<file path="src/rtl/stream_to_memory_pkg.sv">
// stream_to_memory_pkg: shared types and helpers for the stream_to_memory deserialiser
package stream_to_memory_pkg;

    typedef enum logic {FILL, FULL} state_t;

    localparam int STATUS_COUNT_W = 16;

    typedef struct packed {
        logic [STATUS_COUNT_W-1:0] count;
        logic                      eow;
    } frame_status_t;

    function automatic int count_width(input int depth);
        return $clog2(depth + 1);
    endfunction

endpackage

</file>
<file path="src/rtl/stream_to_memory_bank.sv">
// stream_to_memory_bank: one frame buffer with a per-entry valid mask so unwritten entries read as zero
module stream_to_memory_bank
    import stream_to_memory_pkg::*;
#(
    parameter int DATA_WIDTH   = 16,
    parameter int MEMORY_DEPTH = 20
) (
    input  logic                                 clk,
    input  logic                                 rst,
    input  logic                                 we,
    input  logic [$clog2(MEMORY_DEPTH)-1:0]      widx,
    input  logic [DATA_WIDTH-1:0]                wdata,
    input  logic                                 close,
    input  logic [count_width(MEMORY_DEPTH)-1:0] close_count,
    input  logic                                 close_eow,
    input  logic                                 clear,
    output logic [DATA_WIDTH-1:0]                data_o [MEMORY_DEPTH],
    output logic [count_width(MEMORY_DEPTH)-1:0] count_o,
    output logic                                 eow_o
);
    localparam int CW = count_width(MEMORY_DEPTH);

    logic [DATA_WIDTH-1:0]   mem_q [MEMORY_DEPTH];
    logic [DATA_WIDTH-1:0]   mem_d [MEMORY_DEPTH];
    logic [MEMORY_DEPTH-1:0] valid_q, valid_d;
    frame_status_t           stat_q, stat_d;

    // write a word, mark it valid, latch frame status on close, drop everything on clear
    always_comb begin
        mem_d   = mem_q;
        valid_d = valid_q;
        stat_d  = stat_q;
        if (clear) begin
            valid_d = '0;
            stat_d  = '0;
        end
        if (we) begin
            mem_d[widx]   = wdata;
            valid_d[widx] = 1'b1;
        end
        if (close) stat_d = '{count: STATUS_COUNT_W'(close_count), eow: close_eow};
    end

    // storage needs no reset: the valid mask hides whatever it holds
    always_ff @(posedge clk) mem_q <= mem_d;

    // mask and status registers
    always_ff @(posedge clk or posedge rst) begin
        if (rst) begin
            valid_q <= '0;
            stat_q  <= '0;
        end else begin
            valid_q <= valid_d;
            stat_q  <= stat_d;
        end
    end

    // stale entries beyond the written range read as zero
    always_comb begin
        for (int i = 0; i < MEMORY_DEPTH; i++) data_o[i] = valid_q[i] ? mem_q[i] : '0;
    end

    assign count_o = CW'(stat_q.count);
    assign eow_o   = stat_q.eow;

endmodule

</file>
<file path="src/rtl/stream_to_memory.sv">
// stream_to_memory: rebuild a parallel frame from an rts/rtr/eow word stream; STREAM_TO_MEMORY_PINGPONG_EN adds a second bank
module stream_to_memory
    import stream_to_memory_pkg::*;
#(
    parameter int DATA_WIDTH   = 16,
    parameter int MEMORY_DEPTH = 20
) (
    input  logic                                 clk,
    input  logic                                 rst,
    output logic                                 rtr_o,
    input  logic                                 rts_i,
    input  logic                                 eow_i,
    input  logic [DATA_WIDTH-1:0]                data_i,
    input  logic                                 rtr_i,
    output logic                                 rts_o,
    output logic                                 eow_o,
    output logic [count_width(MEMORY_DEPTH)-1:0] count_o,
    output logic [DATA_WIDTH-1:0]                data_o [MEMORY_DEPTH]
);
    localparam int CW = count_width(MEMORY_DEPTH);
    localparam int IW = $clog2(MEMORY_DEPTH);
`ifdef STREAM_TO_MEMORY_PINGPONG_EN
    localparam int NB = 2;
`else
    localparam int NB = 1;
`endif

    logic [IW-1:0]         wc_q, wc_d;
    logic                  rtr_q, rtr_d;
    logic                  accept, close, release_frame;
    logic [CW-1:0]         close_count;
    logic [NB-1:0]         bank_we, bank_close, bank_clear, bank_eow;
    logic [DATA_WIDTH-1:0] bank_data [NB][MEMORY_DEPTH];
    logic [CW-1:0]         bank_count [NB];

    assign rtr_o       = rtr_q;
    assign accept      = rts_i & rtr_q;
    assign close       = accept & (eow_i | (wc_q == IW'(MEMORY_DEPTH - 1)));
    assign close_count = CW'(wc_q) + 1'b1;

    // write index: advances per accepted word, restarts when the frame closes
    always_comb begin
        wc_d = wc_q;
        if (accept) wc_d = close ? '0 : wc_q + 1'b1;
    end

    // rtr_q stays low during reset and rises one cycle after it
    always_ff @(posedge clk or posedge rst) begin
        if (rst) begin
            wc_q  <= '0;
            rtr_q <= 1'b0;
        end else begin
            wc_q  <= wc_d;
            rtr_q <= rtr_d;
        end
    end

`ifdef STREAM_TO_MEMORY_PINGPONG_EN
    state_t st_q [2];
    state_t st_d [2];
    logic   wp_q, wp_d, rp_q, rp_d;

    assign rts_o         = st_q[rp_q] == FULL;
    assign release_frame = rts_o & rtr_i;
    assign bank_we       = {accept & wp_q, accept & ~wp_q};
    assign bank_close    = {close & wp_q, close & ~wp_q};
    assign bank_clear    = {release_frame & rp_q, release_frame & ~rp_q};

    // fill pointer moves on close, present pointer on release; stall only when both banks hold frames
    always_comb begin
        st_d = st_q;
        if (close) st_d[wp_q] = FULL;
        if (release_frame) st_d[rp_q] = FILL;
        wp_d  = wp_q ^ close;
        rp_d  = rp_q ^ release_frame;
        rtr_d = !(st_d[0] == FULL && st_d[1] == FULL);
    end

    // bank states and pointers
    always_ff @(posedge clk or posedge rst) begin
        if (rst) begin
            st_q[0] <= FILL;
            st_q[1] <= FILL;
            wp_q    <= 1'b0;
            rp_q    <= 1'b0;
        end else begin
            st_q <= st_d;
            wp_q <= wp_d;
            rp_q <= rp_d;
        end
    end

    // present the bank the read pointer selects
    always_comb begin
        data_o  = bank_data[rp_q];
        count_o = bank_count[rp_q];
        eow_o   = bank_eow[rp_q];
    end
`else
    state_t state_q, state_d;

    assign rts_o         = state_q == FULL;
    assign release_frame = rts_o & rtr_i;
    assign bank_we       = accept;
    assign bank_close    = close;
    assign bank_clear    = release_frame;

    // close hands the bank downstream; release returns it to filling
    always_comb begin
        state_d = state_q;
        if (close) state_d = FULL;
        else if (release_frame) state_d = FILL;
        rtr_d = state_d == FILL;
    end

    // frame state register
    always_ff @(posedge clk or posedge rst) begin
        if (rst) state_q <= FILL;
        else state_q <= state_d;
    end

    assign data_o  = bank_data[0];
    assign count_o = bank_count[0];
    assign eow_o   = bank_eow[0];
`endif

    for (genvar b = 0; b < NB; b++) begin : g_bank
        stream_to_memory_bank #(
            .DATA_WIDTH  (DATA_WIDTH),
            .MEMORY_DEPTH(MEMORY_DEPTH)
        ) u_bank (
            .clk        (clk),
            .rst        (rst),
            .we         (bank_we[b]),
            .widx       (wc_q),
            .wdata      (data_i),
            .close      (bank_close[b]),
            .close_count(close_count),
            .close_eow  (eow_i),
            .clear      (bank_clear[b]),
            .data_o     (bank_data[b]),
            .count_o    (bank_count[b]),
            .eow_o      (bank_eow[b])
        );
    end

endmodule
</file>
<file path="config.mk">
export PLATFORM = sky130hd
export DESIGN_NAME = stream_to_memory
export DESIGN_NICKNAME = d
export VERILOG_FILES = /design/src/rtl/stream_to_memory_pkg.sv /design/src/rtl/stream_to_memory_bank.sv /design/src/rtl/stream_to_memory.sv
export SDC_FILE = /design/constraint.sdc
export NUM_CORES = 1
export LEC_CHECK = 0
export CORE_MARGIN = 4
export CORE_UTILIZATION = 45
export CTS_CLUSTER_DIAMETER = 150
export DETAILED_ROUTE_END_ITERATION = 16
export PLACE_DENSITY = 0.81
export SETUP_SLACK_MARGIN = 0.1
export SYNTH_ARGS = -nofsm -noshare
export SYNTH_HDL_FRONTEND = slang
export SYNTH_SLANG_ARGS = --single-unit
</file>
<file path="constraint.sdc">
create_clock -name clk -period 5.65 [get_ports clk]
set_input_delay 1.13 -clock clk [delete_from_list [all_inputs] [get_ports clk]]
set_output_delay 1.13 -clock clk [all_outputs]
set_load 0.02 [all_outputs]
</file>
Word-level counts from Yosys, hierarchy flattened. Cells that the tools add are included.

Add/sub/neg operators: 1. $mul: 0. Div/mod/pow operators: 0. $lt $le $gt $ge: 4. Equality and inequality tests: 1. Shift operators: 0. Multiplexer cells: 32. Bitwise operators: 7. Reductions and logical operators: 3.

Operators by type and width (number): 16-bit two-way mux (21); 320-bit bitwise mux (1); 16-bit demux with 5-bit select (1); 20-bit two-way mux (2); 20-bit bitwise OR (1); 6-bit two-way mux (2); 6-bit >= comparator (second input constant) (1); 5-bit by 6-bit less-than comparator with 1-bit output (second input constant) (1); 6-bit by 1-bit less-than comparator with 1-bit output (second input constant) (1); 5-bit NOT with 6-bit output (1); 5-bit by 1-bit adder with 5-bit output (second input constant) (1); 1-bit demux with 5-bit select (1); 5-bit == test (second input constant) (1); 5-bit by 1-bit >= comparator with 1-bit output (second input constant) (1); 5-bit two-way mux (1); 1-bit AND (3); 1-bit two-way mux (3); 1-bit logical AND (2); 2-bit nonzero test (1); 1-bit NOT (1); 1-bit bitwise OR (1).

Flip-flop bits (word level): 353. Latch bits: 0. Bits in writable memories: 0. ROM bits: 0. Input port bits: 21. Output and inout bits: 328. Logic and storage cells: 74. Memories: 0.

Logic depth before layout (Yosys ltp).
Word-level depth: 6. Depth in mapped cells: 5. Mapped depth without buffers: 5.

Modules after synthesis. Synthesis repeated with hierarchy kept, for this count alone.

Cells, all modules: 824. Area total of the unflattened synthesis: 13235.2 sq um.

By module, submodules not included: stream_to_memory_bank (times used 1, cells each 779, area each 12801.0 sq um, sequential area each 10259.8 sq um); stream_to_memory (times used 1, cells each 45, area each 434.2 sq um, sequential area each 175.2 sq um).

Least setup slack after synthesis. OpenSTA, ideal clock, no wires.

Path kind: input-to-reg. Start point: input port rts_i. End point: register g_bank[0].u_bank.mem_q[0] (netlist bit), enable pin. Library setup time: 0.393 ns. Arrival: 2.309 ns. Required time: 5.257 ns. Path slack: 2.948 ns. Stages: 3. Path through: clkbuf_2 > nand3_1 > nor2_1.

Word-level cells in the longest chain between the ends: 1.

Ends and longest elaborated chain: start: declaration (line stream_to_memory.sv:11) `input logic rts_i,`; 1-bit AND (line stream_to_memory.sv:37) `assign accept = rts_i & rtr_q;`; end signal: assignment (line stream_to_memory_bank.sv:45) `always_ff @(posedge clk) mem_q <= mem_d;`; end: declaration (line stream_to_memory_bank.sv:23) `logic [DATA_WIDTH-1:0] mem_q [MEMORY_DEPTH];`.

Every way passes these cells. A chain may end at the register's enable or synchronous reset.

==> summary.txt <==
Route
  – Via count: 7804
  – Average vias per placed instance: 4.91
  – Detailed-route DRC error count: 0
  – 1st-iter DRT viols: 544
  – Post-route ant nets: 0
  – Routed WL: 35.4 mm
  – Pre-antenna DRT Iters: 5
  – WL/cell: 22.2 um

Worst setup path
  – Critical Path Source: g_bank[0].u_bank.valid_q[2]
  – FF-to-FF path depth: 4
  – Critical path fanouts, max: 17
  – Reg-to-Reg Start: wc_q[0]
  – CP Launch Type: flop
  – WS Path Type: reg2out
  – Worst path required time: 4520 ps
  – Reg-to-reg endpoint: g_bank[0].u_bank.mem_q[29]
  – Worst EP arrival: 2030 ps
  – Flop-to-flop setup slack: 3120 ps
  – Endpoint class of the critical path: output port
  – Worst Setup EP: data_o[283]

Place
  – DP HPWL: 22.6 mm
  – RePlAce Congestion: 0.778
  – Post-Place Setup Slack: 2010 ps
  – Port Buffer Count: 348

Global routing
  – Initial antenna violation count: 0
  – Vias in the first global route: 7867
  – Largest net degree at the start of global routing: 34
  – First-pass GRT wire length: 50.2 mm
  – Total GRT Usage: 0.214
  – Grt total ovfl: 0

Logic synthesis
  – Post-Syn Area per Cell: 16.7 sq um
  – Cells after Synth: 791
  – Synthesized cell area: 13200 sq um
  – Synthesized Nets: 816
  – Unique masters post-synth: 30
  – Ys Warns: 0
  – Register area share after synthesis: 0.792
  – Flops & latches, synth: 353

Clocking
  – Hold_buf cts: 0
  – Worst-Skew Late Latency: 500 ps
  – CTS Buf Count: 37
  – CTS tree: yes
  – Clock Sink Count: 353
  – Clk buf depth: 3
  – Cts repair resizes: 0
  – Clock-pin slew on the worst setup and hold paths: 50 ps
  – Setup bufs post-CTS: 0
  – H-tree levels: 2
  – Clock Tree Root: clkbuf_16

Floorplanning
  – Die Wd: 179 um
  – Starting Density: 0.458
  – Total core area: 28800 sq um
  – Rows: 62
  – IO Pins: 349
  – Die footprint: 32100 sq um
  – Die H: 179 um

STA
  – Max Clock Freq: 317 MHz
  – Endpoints failing setup: 0
  – Fin Setup TNS: 0 ps
  – Worst setup margin: 2490 ps
  – RSZ-0062 raised after global routing: no
  – Setup Skew: 9.07 ps
  – Number of pins with negative max-slew slack in the final report: 0
  – Slew Limit Headroom: 0.129
  – Worst-margin pin slew: 1300 ps
  – Final worst-path cycle share: 0.559
  – Tmin final: 3160 ps
  – Final Hold Fails: 0

Finish
  – Layout Nets: 1202
  – Syn-to-layout area delta: 39.8%
  – Most frequent cells in the layout: clkdlybuf4s50_1, and2_1, edfxtp_1, clkbuf_16, dfrtp_1
  – Share of cells above drive strength 1: 0.0763
  – Commonest non-fill, non-tap cell in the layout: clkdlybuf4s50_1

Power
  – Leak Pwr: 6.60 nW
  – Maximum vdd drop: 288 uV
  – Pwr Density: 329 nW/um^2

Worst hold path
  – HP Class: reg2reg

Status
  – Status: finished, final reports clean

Flow run
  – Max cap viols: 0
[critical path, cell delays in order, from the launching register on]
cell and delay (ps):
dfrtp_1 610, and2_1 270, clkdlybuf4s50_1 640
[cell type report]
type	instances	area, sq um
clock buffers	52	1040
inverters	5	18.8
diodes	1	2.50
clock inverters	16	136
multi-input cells	406	2620
well taps	384	480
fillers	2023	10400
repair buffers	374	3680
flip-flops and latches	353	10400
[per-layer routing]
| metal | wire (um) | global-route usage | vias up |
|---|---|---|---|
| met4 | 684 | 0.0512 | 0 |
| met2 | 17600 | 0.365 | 331 |
| li1 | - | - | 3559 |
| met1 | 14100 | 0.279 | 3871 |
| met3 | 2980 | 0.0527 | 43 |
| met5 | 0 | 0 | - |
[registers in the layout, summed over array words and instances, names as in the netlist]
signal,flops
wc_q,5
g_bank.u_bank.valid_q,20
g_bank.u_bank.count_o,5
rts_o,1
g_bank.u_bank.mem_q,320
rtr_o,1
g_bank.u_bank.eow_o,1
[logic make-up after synthesis]
family	share of synthesized area
compound gates	0.0186
xor+xnor	0.00200
fa+ha+maj	0.00380
buf+inv	0.00978
flops	0.792
mux	0.00484
simple gates	0.169
[through the flow]
stage                     hold WS [ps]  cells  utilization  instance area, sq um  total power [mW]
after global routing               569   1590        0.640                 18400              6.26
final                              537   1591        0.640                 18400              6.06
after CTS                          536   1590        0.640                 18400              6.12
after global placement             514   1522        0.599                 17200              3.79
after detailed placement           522   1522        0.599                 17200              3.80
after floorplan                    500    791            -                 13200              3.37
[synth_stat cells]
master | n | area, sq um
nand3_1 | 6 | 30.0
nor2_1 | 21 | 78.8
dfrtp_1 | 33 | 826
mux2i_1 | 3 | 30.0
a21o_1 | 20 | 150
nand3b_1 | 1 | 7.51
clkbuf_1 | 22 | 82.6
buf_4 | 1 | 7.51
mux2_2 | 3 | 33.8
edfxtp_1 | 320 | 9610
a22o_1 | 2 | 17.5
a41oi_4 | 1 | 27.5
inv_1 | 5 | 18.8
or3_1 | 1 | 6.26
o21bai_1 | 1 | 7.51
buf_2 | 2 | 10.0
o21ai_0 | 2 | 10.0
or3b_4 | 1 | 11.3
and2_1 | 322 | 2010
or3b_2 | 1 | 8.76
nand2_1 | 7 | 26.3
xnor2_1 | 3 | 26.3
nor3b_4 | 1 | 18.8
a211oi_1 | 1 | 7.51
clkbuf_2 | 2 | 10.0
or3b_1 | 1 | 8.76
o41ai_1 | 2 | 17.5
o21a_1 | 1 | 7.51
and3_4 | 1 | 11.3
ha_1 | 4 | 50.1
[how the worst min path moves through the flow]
stage / from / end / slack (ps) / depth (start not counted)
detailed placement: g_bank[0].u_bank.count_o[2] / g_bank[0].u_bank.count_o[2] / 520 / 2
finish: g_bank[0].u_bank.count_o[2] / g_bank[0].u_bank.count_o[2] / 540 / 2
global placement: g_bank[0].u_bank.count_o[1] / g_bank[0].u_bank.count_o[1] / 510 / 2
global route: g_bank[0].u_bank.count_o[2] / g_bank[0].u_bank.count_o[2] / 570 / 2
CTS: g_bank[0].u_bank.count_o[2] / g_bank[0].u_bank.count_o[2] / 540 / 2
floorplan: wc_q[0] / g_bank[0].u_bank.count_o[0] / 500 / 1
[power breakdown]
group          switching [mW]  total, mW  internal (mW)
clock                   0.924       2.31           1.39
combinational           0.423      0.752          0.329
sequential             0.0754       3.00           2.92
No activity file was read; power rests on OpenSTA's default activity.
